==> config.mk <==
export PLATFORM = sky130hd
export DESIGN_NAME = adt7420_temp_filter
export DESIGN_NICKNAME = d
export VERILOG_FILES = /design/src/rtl/adt7420_temp_filter.sv
export SDC_FILE = /design/constraint.sdc
export NUM_CORES = 1
export LEC_CHECK = 0
export CAP_MARGIN = 30
export CORE_ASPECT_RATIO = 1.5
export CORE_UTILIZATION = 41
export CTS_BUF_LIST = sky130_fd_sc_hd__clkbuf_8
export DETAILED_ROUTE_END_ITERATION = 10
export DONT_BUFFER_PORTS = 1
export PLACE_DENSITY = 0.57
export SLEW_MARGIN = 20
export SYNTH_ARGS = -nofsm -noshare
export SYNTH_HDL_FRONTEND = slang
export SYNTH_SLANG_ARGS = --single-unit
==> constraint.sdc <==
create_clock -name FSM_Clk -period 3.2 [get_ports FSM_Clk]
set_input_delay 0.64 -clock FSM_Clk [delete_from_list [all_inputs] [get_ports FSM_Clk]]
set_output_delay 0.64 -clock FSM_Clk [all_outputs]
set_load 0.03 [all_outputs]
==> src/rtl/adt7420_temp_filter.sv <==
// -----------------------------------------------------------------------------
// adt7420_temp_filter
//
// Conditioning stage for completed ADT7420 temperature reads. Each accepted
// DATAH/DATAL pair is decoded to a 13-bit signed temperature (1/16 degC/LSB).
// The block keeps a 2^AVG_LOG2-deep moving average, min/max statistics and an
// over-temperature alarm with hysteresis.
//
// Handshake: sample_valid is a one-cycle pulse with no ready. It is accepted
// only when the FSM is IDLE (busy=0) and clear=0. A pulse seen while busy is
// dropped and sets the sticky overrun flag. result_strobe pulses for one
// cycle, in the cycle the result outputs first show their new values, three
// edges after the accepting edge.
//
// Ports
//   FSM_Clk        in   clock, rising edge
//   rst_n          in   asynchronous active-low reset
//   sample_valid   in   new DATAH/DATAL pair present (1-cycle pulse)
//   DATAH, DATAL   in   ADT7420 temperature bytes (DATAL[2:0] are flags)
//   clear          in   synchronous clear of all statistics, aborts work
//   busy           out  FSM is not IDLE
//   result_strobe  out  result outputs updated this cycle
//   temp_raw       out  latest decoded sample (signed 13b)
//   temp_avg       out  moving average (signed, sign-extended to 16b)
//   temp_min/max   out  extremes since reset/clear (signed 13b)
//   avg_valid      out  averaging window is completely filled
//   alarm          out  hysteresis over-temperature flag
//   overrun        out  sticky: sample arrived while busy
//   sample_count   out  accepted samples, saturating
//   fsm_state      out  current FSM state (debug visibility)
// -----------------------------------------------------------------------------
module adt7420_temp_filter #(
   parameter int                 AVG_LOG2 = 3,
   parameter logic signed [12:0] ALARM_HI = 13'sd480,
   parameter logic signed [12:0] ALARM_LO = 13'sd448
) (
   input  logic        FSM_Clk,
   input  logic        rst_n,
   input  logic        sample_valid,
   input  logic [7:0]  DATAH,
   input  logic [7:0]  DATAL,
   input  logic        clear,
   output logic        busy,
   output logic        result_strobe,
   output logic [12:0] temp_raw,
   output logic [15:0] temp_avg,
   output logic [12:0] temp_min,
   output logic [12:0] temp_max,
   output logic        avg_valid,
   output logic        alarm,
   output logic        overrun,
   output logic [15:0] sample_count,
   output logic [1:0]  fsm_state
);

   localparam int DEPTH = 1 << AVG_LOG2;
   localparam int AW    = 13 + AVG_LOG2;
   localparam logic [AVG_LOG2:0] FULL = (AVG_LOG2 + 1)'(DEPTH);

   typedef enum logic [1:0] {
      S_IDLE    = 2'd0,
      S_CAPTURE = 2'd1,
      S_UPDATE  = 2'd2,
      S_PUBLISH = 2'd3
   } state_t;

   state_t               state_q;
   logic signed [12:0]   raw_q;
   logic signed [12:0]   old_q;
   logic signed [12:0]   buf_q [DEPTH];
   logic signed [AW-1:0] acc_q;
   logic [AVG_LOG2-1:0]  wr_ptr_q;
   logic [AVG_LOG2:0]    fill_q;

   logic                 strobe_q;
   logic signed [12:0]   temp_raw_q;
   logic signed [15:0]   temp_avg_q;
   logic signed [12:0]   temp_min_q;
   logic signed [12:0]   temp_max_q;
   logic                 avg_valid_q;
   logic                 alarm_q;
   logic                 overrun_q;
   logic [15:0]          count_q;

   logic signed [12:0]   raw_d;
   logic signed [AW-1:0] acc_d;
   logic signed [12:0]   avg_d;
   logic                 avg_valid_d;
   logic                 alarm_d;
   logic signed [12:0]   min_d;
   logic signed [12:0]   max_d;
   logic [15:0]          count_d;
   logic                 unused_flags;

   // The low three DATAL bits are ADT7420 status flags, not temperature.
   assign unused_flags = ^DATAL[2:0];

   always_comb begin
      raw_d = $signed({DATAH, DATAL[7:3]});
      // Running sum: drop the sample leaving the window, add the new one.
      acc_d = acc_q
            - $signed({{AVG_LOG2{old_q[12]}}, old_q})
            + $signed({{AVG_LOG2{raw_q[12]}}, raw_q});
      // Upper 13 bits of the sum are exactly acc >>> AVG_LOG2 (floor); the
      // average of 13-bit values always fits back into 13 bits.
      avg_d       = acc_q[AW-1:AVG_LOG2];
      avg_valid_d = (fill_q == FULL);
      alarm_d     = 1'b0;
      if (avg_valid_d) begin
         if (avg_d >= ALARM_HI) begin
            alarm_d = 1'b1;
         end else if (avg_d < ALARM_LO) begin
            alarm_d = 1'b0;
         end else begin
            alarm_d = alarm_q;
         end
      end
      // A zero count means no sample has been published since reset/clear,
      // so the first one seeds both extremes.
      min_d   = ((count_q == 16'd0) || (raw_q < temp_min_q)) ? raw_q : temp_min_q;
      max_d   = ((count_q == 16'd0) || (raw_q > temp_max_q)) ? raw_q : temp_max_q;
      count_d = (count_q == 16'hFFFF) ? count_q : count_q + 16'd1;
   end

   always_ff @(posedge FSM_Clk or negedge rst_n) begin
      if (!rst_n) begin
         state_q     <= S_IDLE;
         raw_q       <= '0;
         old_q       <= '0;
         acc_q       <= '0;
         wr_ptr_q    <= '0;
         fill_q      <= '0;
         strobe_q    <= 1'b0;
         temp_raw_q  <= '0;
         temp_avg_q  <= '0;
         temp_min_q  <= '0;
         temp_max_q  <= '0;
         avg_valid_q <= 1'b0;
         alarm_q     <= 1'b0;
         overrun_q   <= 1'b0;
         count_q     <= '0;
         for (int i = 0; i < DEPTH; i++) begin
            buf_q[i] <= '0;
         end
      end else if (clear) begin
         // Clear wins over everything: in-flight work is abandoned and a
         // coincident sample_valid is ignored without flagging overrun.
         state_q     <= S_IDLE;
         raw_q       <= '0;
         old_q       <= '0;
         acc_q       <= '0;
         wr_ptr_q    <= '0;
         fill_q      <= '0;
         strobe_q    <= 1'b0;
         temp_raw_q  <= '0;
         temp_avg_q  <= '0;
         temp_min_q  <= '0;
         temp_max_q  <= '0;
         avg_valid_q <= 1'b0;
         alarm_q     <= 1'b0;
         overrun_q   <= 1'b0;
         count_q     <= '0;
         for (int i = 0; i < DEPTH; i++) begin
            buf_q[i] <= '0;
         end
      end else begin
         strobe_q <= 1'b0;
         if (sample_valid && (state_q != S_IDLE)) begin
            overrun_q <= 1'b1;
         end
         case (state_q)
            S_IDLE: begin
               if (sample_valid) begin
                  raw_q   <= raw_d;
                  state_q <= S_CAPTURE;
               end
            end
            S_CAPTURE: begin
               old_q   <= buf_q[wr_ptr_q];
               state_q <= S_UPDATE;
            end
            S_UPDATE: begin
               acc_q           <= acc_d;
               buf_q[wr_ptr_q] <= raw_q;
               wr_ptr_q        <= wr_ptr_q + 1'b1;
               if (fill_q != FULL) begin
                  fill_q <= fill_q + 1'b1;
               end
               state_q <= S_PUBLISH;
            end
            S_PUBLISH: begin
               temp_raw_q  <= raw_q;
               temp_avg_q  <= {{3{avg_d[12]}}, avg_d};
               temp_min_q  <= min_d;
               temp_max_q  <= max_d;
               count_q     <= count_d;
               avg_valid_q <= avg_valid_d;
               alarm_q     <= alarm_d;
               strobe_q    <= 1'b1;
               state_q     <= S_IDLE;
            end
            default: begin
               state_q <= S_IDLE;
            end
         endcase
      end
   end

   assign busy          = (state_q != S_IDLE);
   assign result_strobe = strobe_q;
   assign temp_raw      = temp_raw_q;
   assign temp_avg      = temp_avg_q;
   assign temp_min      = temp_min_q;
   assign temp_max      = temp_max_q;
   assign avg_valid     = avg_valid_q;
   assign alarm         = alarm_q;
   assign overrun       = overrun_q;
   assign sample_count  = count_q;
   assign fsm_state     = state_q;

endmodule

==> impl_metrics.json <==
{
  "grtUsageMet3_pct": 3.975,
  "first_global_vias": 9607,
  "r2r_cells": 10,
  "holdCritPathClass": "in2async",
  "yosysUniqueCellTypes": 68,
  "die_w_um": 142.9,
  "max_freq_mhz": 349.0,
  "final-instance-count-excl-fill": 1758,
  "worst_path_most_repeated_cell": "sky130_fd_sc_hd__inv_1",
  "timing.critical_path.slowest_cell_delay_ns": 0.50,
  "power.ir.vdd_worst_v": 0.0003075,
  "report.power.total_mw": 9.803,
  "num-nets-final": 1423,
  "die_height_um": 213.4,
  "syn_avg_cell_area_sq_um": 9.144,
  "power_per_cell_area_nw_per_um2": 730.2,
  "total_switching_power_mw": 3.773,
  "crit_path_cell_trace": "inv_1 -> fa_1 -> inv_1 -> ha_1 -> o21ai_0 -> a211o_1 -> nor2_1 -> a21oi_1 -> mux2i_1 -> mux2_2",
  "violations": "negative hold slack",
  "portBuffers": 0,
  "setup.worst_path.start_class": "flip-flop",
  "insertion_delay_ns": 0.56,
  "cts-htree-levels": 2,
  "global_route.overflow_total": 0,
  "synthesis.nets": 1422,
  "worstSetupEndpointType": "flip-flop",
  "synth.area.top_cells": "sky130_fd_sc_hd__dfrtp_1 46%, sky130_fd_sc_hd__nand2_1 8.4%, sky130_fd_sc_hd__a21oi_1 6.1%",
  "cts.root.buffer_cell": "sky130_fd_sc_hd__clkbuf_8",
  "period_needed_ns": 2.866,
  "report.final.slew_viol_count": 0,
  "timing.setup.tns_ns": 0,
  "ys_top_cells_by_count": "275 x sky130_fd_sc_hd__nand2_1, 227 x sky130_fd_sc_hd__dfrtp_1, 150 x sky130_fd_sc_hd__a21oi_1, 115 x sky130_fd_sc_hd__nor2_1, 99 x sky130_fd_sc_hd__inv_1",
  "layout_cells_sized_above_1_pct": 10.43,
  "fin_hold_ws_ns": -0.2211,
  "setup.worst_path.class": "reg2reg",
  "cts_tree": "yes",
  "sw_share_pct": 38.49,
  "setup-violations-final": 0,
  "globalRouteMet2Util_pct": 41.16,
  "clk_pin_slew_ns": 0.06,
  "finalWirelength_mm": 33.34,
  "relative_slew_slack_pct": 32.28,
  "synthArstFlopShare_pct": 100.0,
  "die_area_sq_um": 30500,
  "yosys_most_used_dff": "sky130_fd_sc_hd__dfrtp_1",
  "gr-usage-met1_pct": 24.48,
  "post_drt_wl_per_cell_um": 18.96,
  "placedCellCount": 1692,
  "synth_sequential_area_ratio_pct": 46.50,
  "power.share.combinational_pct": 39.7,
  "critical_path_arrival_ns": 3.28,
  "hold_viol": 227,
  "layout-area-overhead-vs-synth_pct": 9.894,
  "worst_path_dominant_cell_family": "adder cells",
  "post_synth_instance_area_sq_um": 12220,
  "outcome": "finished with violations",
  "yosysMostFrequentCell": "sky130_fd_sc_hd__nand2_1",
  "post-route-drc-count": 0,
  "cp_num_cells": 10,
  "worstPathMaxFanout": 5,
  "synth_edf_count": 0,
  "ys_seq_elements": 227,
  "cpMaxStageDelayCell": "sky130_fd_sc_hd__fa_1",
  "grt_start_max_net_pins": 228,
  "antenna_found_initial": 2,
  "tightestPinTransition_ns": 1.016,
  "p_clk_share_pct": 25.6,
  "cts_bufs_inserted": 38,
  "r2r_end": "acc_q[15]",
  "placed_wire_length_estimate_after_detailed_placement_mm": 23.04,
  "count_of_antenna_violating_nets_left_after_detailed_routing": 0,
  "critical_path_required_ns": 3.62,
  "cts_sinks": 227,
  "timing.max_cap.violations": 0,
  "gr-usage-all-layers_pct": 22.80,
  "number_of_vias_per_cell_after_detailed_routing": 5.351,
  "crit_buf_inv": 2,
  "place_congestion": 0.8644,
  "postSynthCellCount": 1336,
  "clockBufferDepth": 3,
  "leakagePower_nw": 5.845,
  "crit-reg2reg-launch": "acc_q[6]",
  "starting_utilization_of_the_core_area_pct": 41.58,
  "clock_skew_ns": 0.03479,
  "first_pass_grt_wire_length_mm": 52.81,
  "grt_most_used_layer": "met2",
  "timing.reg2reg.setup_slack_ns": 0.33,
  "ys.warnings.count": 0,
  "route.vias.total": 9407,
  "pwr-share-seq_pct": 34.6,
  "dr.first_iter.drc_count": 483,
  "ios": 98,
  "yosys.area.top_type_share_pct": 46.50,
  "internal-power_mw": 6.030,
  "grt_setup_unrepaired": "false",
  "firstDrtPassIters": 5,
  "rows": 77,
  "core_region_area_sq_um": 29380,
  "post-route-period-util_pct": 89.55,
  "synth_top_area_cell": "sky130_fd_sc_hd__dfrtp_1"
}
## cells in the final DEF (no fill, tap or decap), drive strengths merged, types with 4 or more instances in the layout
cell    netlist  routed
a211oi       24      24
a21o          4       4
a21oi       150     150
a22o         28      28
a22oi         4       4
a311oi        4       4
a31oi         4       4
and3          5       5
buf          29      52
clkbuf       62      44
dfrtp       227     227
fa           15      15
ha           51      51
inv          99     114
mux2         11      11
mux2i        49      49
mux4          8       8
nand2       275     275
nand2b        9       9
nand3        18      18
nand4        12      12
nor2        115     115
nor2b         8       8
nor3         13      13
nor3b         4       4
nor4          5       5
o211ai        7       7
o21ai        23      23
o22ai         5       5
xnor2        10      10
xor2         17      17
## per-layer routing
| metal | vias to the layer above | wire length [um] |
|---|---|---|
| met5 | - | 0 |
| met4 | 0 | 1968 |
| met3 | 100 | 1238 |
| met2 | 219 | 17440 |
| met1 | 4590 | 12690 |
| li1 | 4498 | - |
## worst register-to-register path: cells and delay by family, from the launching register on
family                     cells  cell delay, ns
muxes                          2            0.55
AOI/OAI and AO/OA              3            0.55
and+or+nand+nor                1            0.30
DFF                            1            0.40
adders and majority gates      2            0.84
buffers and inverters          2            0.12
## cells by family (layout without fill, tap and decap cells)
kind of cell             after synthesis  in the layout  synth area share [%]
XOR/XNOR                              27             27                 1.936
multiplexers                          68             68                 6.503
other                                  0              2                     0
AND/OR/NAND/NOR                      476            476                 16.48
AO/OA/AOI/OAI                        282            282                 14.55
flip-flops                           227            227                 46.50
adder cells (fa/ha/maj)               66             66                 7.681
buffers and inverters                190            215                 6.350
## power by group through the flow
stage | Sequential, mW | Combinational [mW] | Clock (mW)
floorplan | 3.36 | 3.02 | 0
global placement | 3.45 | 3.84 | 0
detailed placement | 3.45 | 3.90 | 0
CTS | 3.40 | 3.91 | 2.57
global route | 3.43 | 4.42 | 2.69
finish | 3.40 | 3.90 | 2.51
## flip-flops by register name (all words and copies together) (netlist names)
register and cells:
buf_q 104, acc_q 16, sample_count 16, old_q 13
raw_q 13, temp_avg 13, temp_max 13, temp_min 13
temp_raw 13, fill_q 4, wr_ptr_q 3, fsm_state 2
alarm 1, avg_valid 1, overrun 1, result_strobe 1
## through the flow
stage | cell area (sq um) | hold slack (ns) | setup slack, ns | util, %
CTS | 13420 | -0.2358 | 0.2135 | 45.65
floorplan | 12220 | 0.3444 | 0.2076 | -
finish | 13430 | -0.2211 | 0.3343 | 45.69
global route | 13430 | -0.2434 | 0.05361 | 45.69
detailed placement | 12700 | 0.3523 | 0.2826 | 43.22
global placement | 12700 | 0.3528 | 0.2440 | 43.22
## area by class of cell
| type | instances | area (sq um) |
|---|---|---|
| antenna | 2 | 5.005 |
| clock buffer | 44 | 605.6 |
| clock inverter | 20 | 108.9 |
| fill | 2814 | 15960 |
| inverter | 99 | 371.6 |
| multi-input combinational | 919 | 5768 |
| sequential | 227 | 5682 |
| tap | 395 | 494.2 |
| timing repair buffer | 52 | 390.4 |
## repair_timing
action                                 CTS  global route
buffers inserted                         0             0
endpoints found under the hold margin  227           227
setup endpoints to repair                0             1
gates resized for setup                  0             1
## worst max path at each step
stage               slack, ns   endpoint       from
floorplan                0.21  acc_q[15]   raw_q[1]
global route             0.05  acc_q[15]  acc_q[10]
detailed placement       0.28  acc_q[15]   old_q[1]
global placement         0.24  acc_q[15]   old_q[1]
finish                   0.33  acc_q[15]   acc_q[6]
CTS                      0.21  acc_q[15]   old_q[1]
Power figures use the tool's default switching activity.
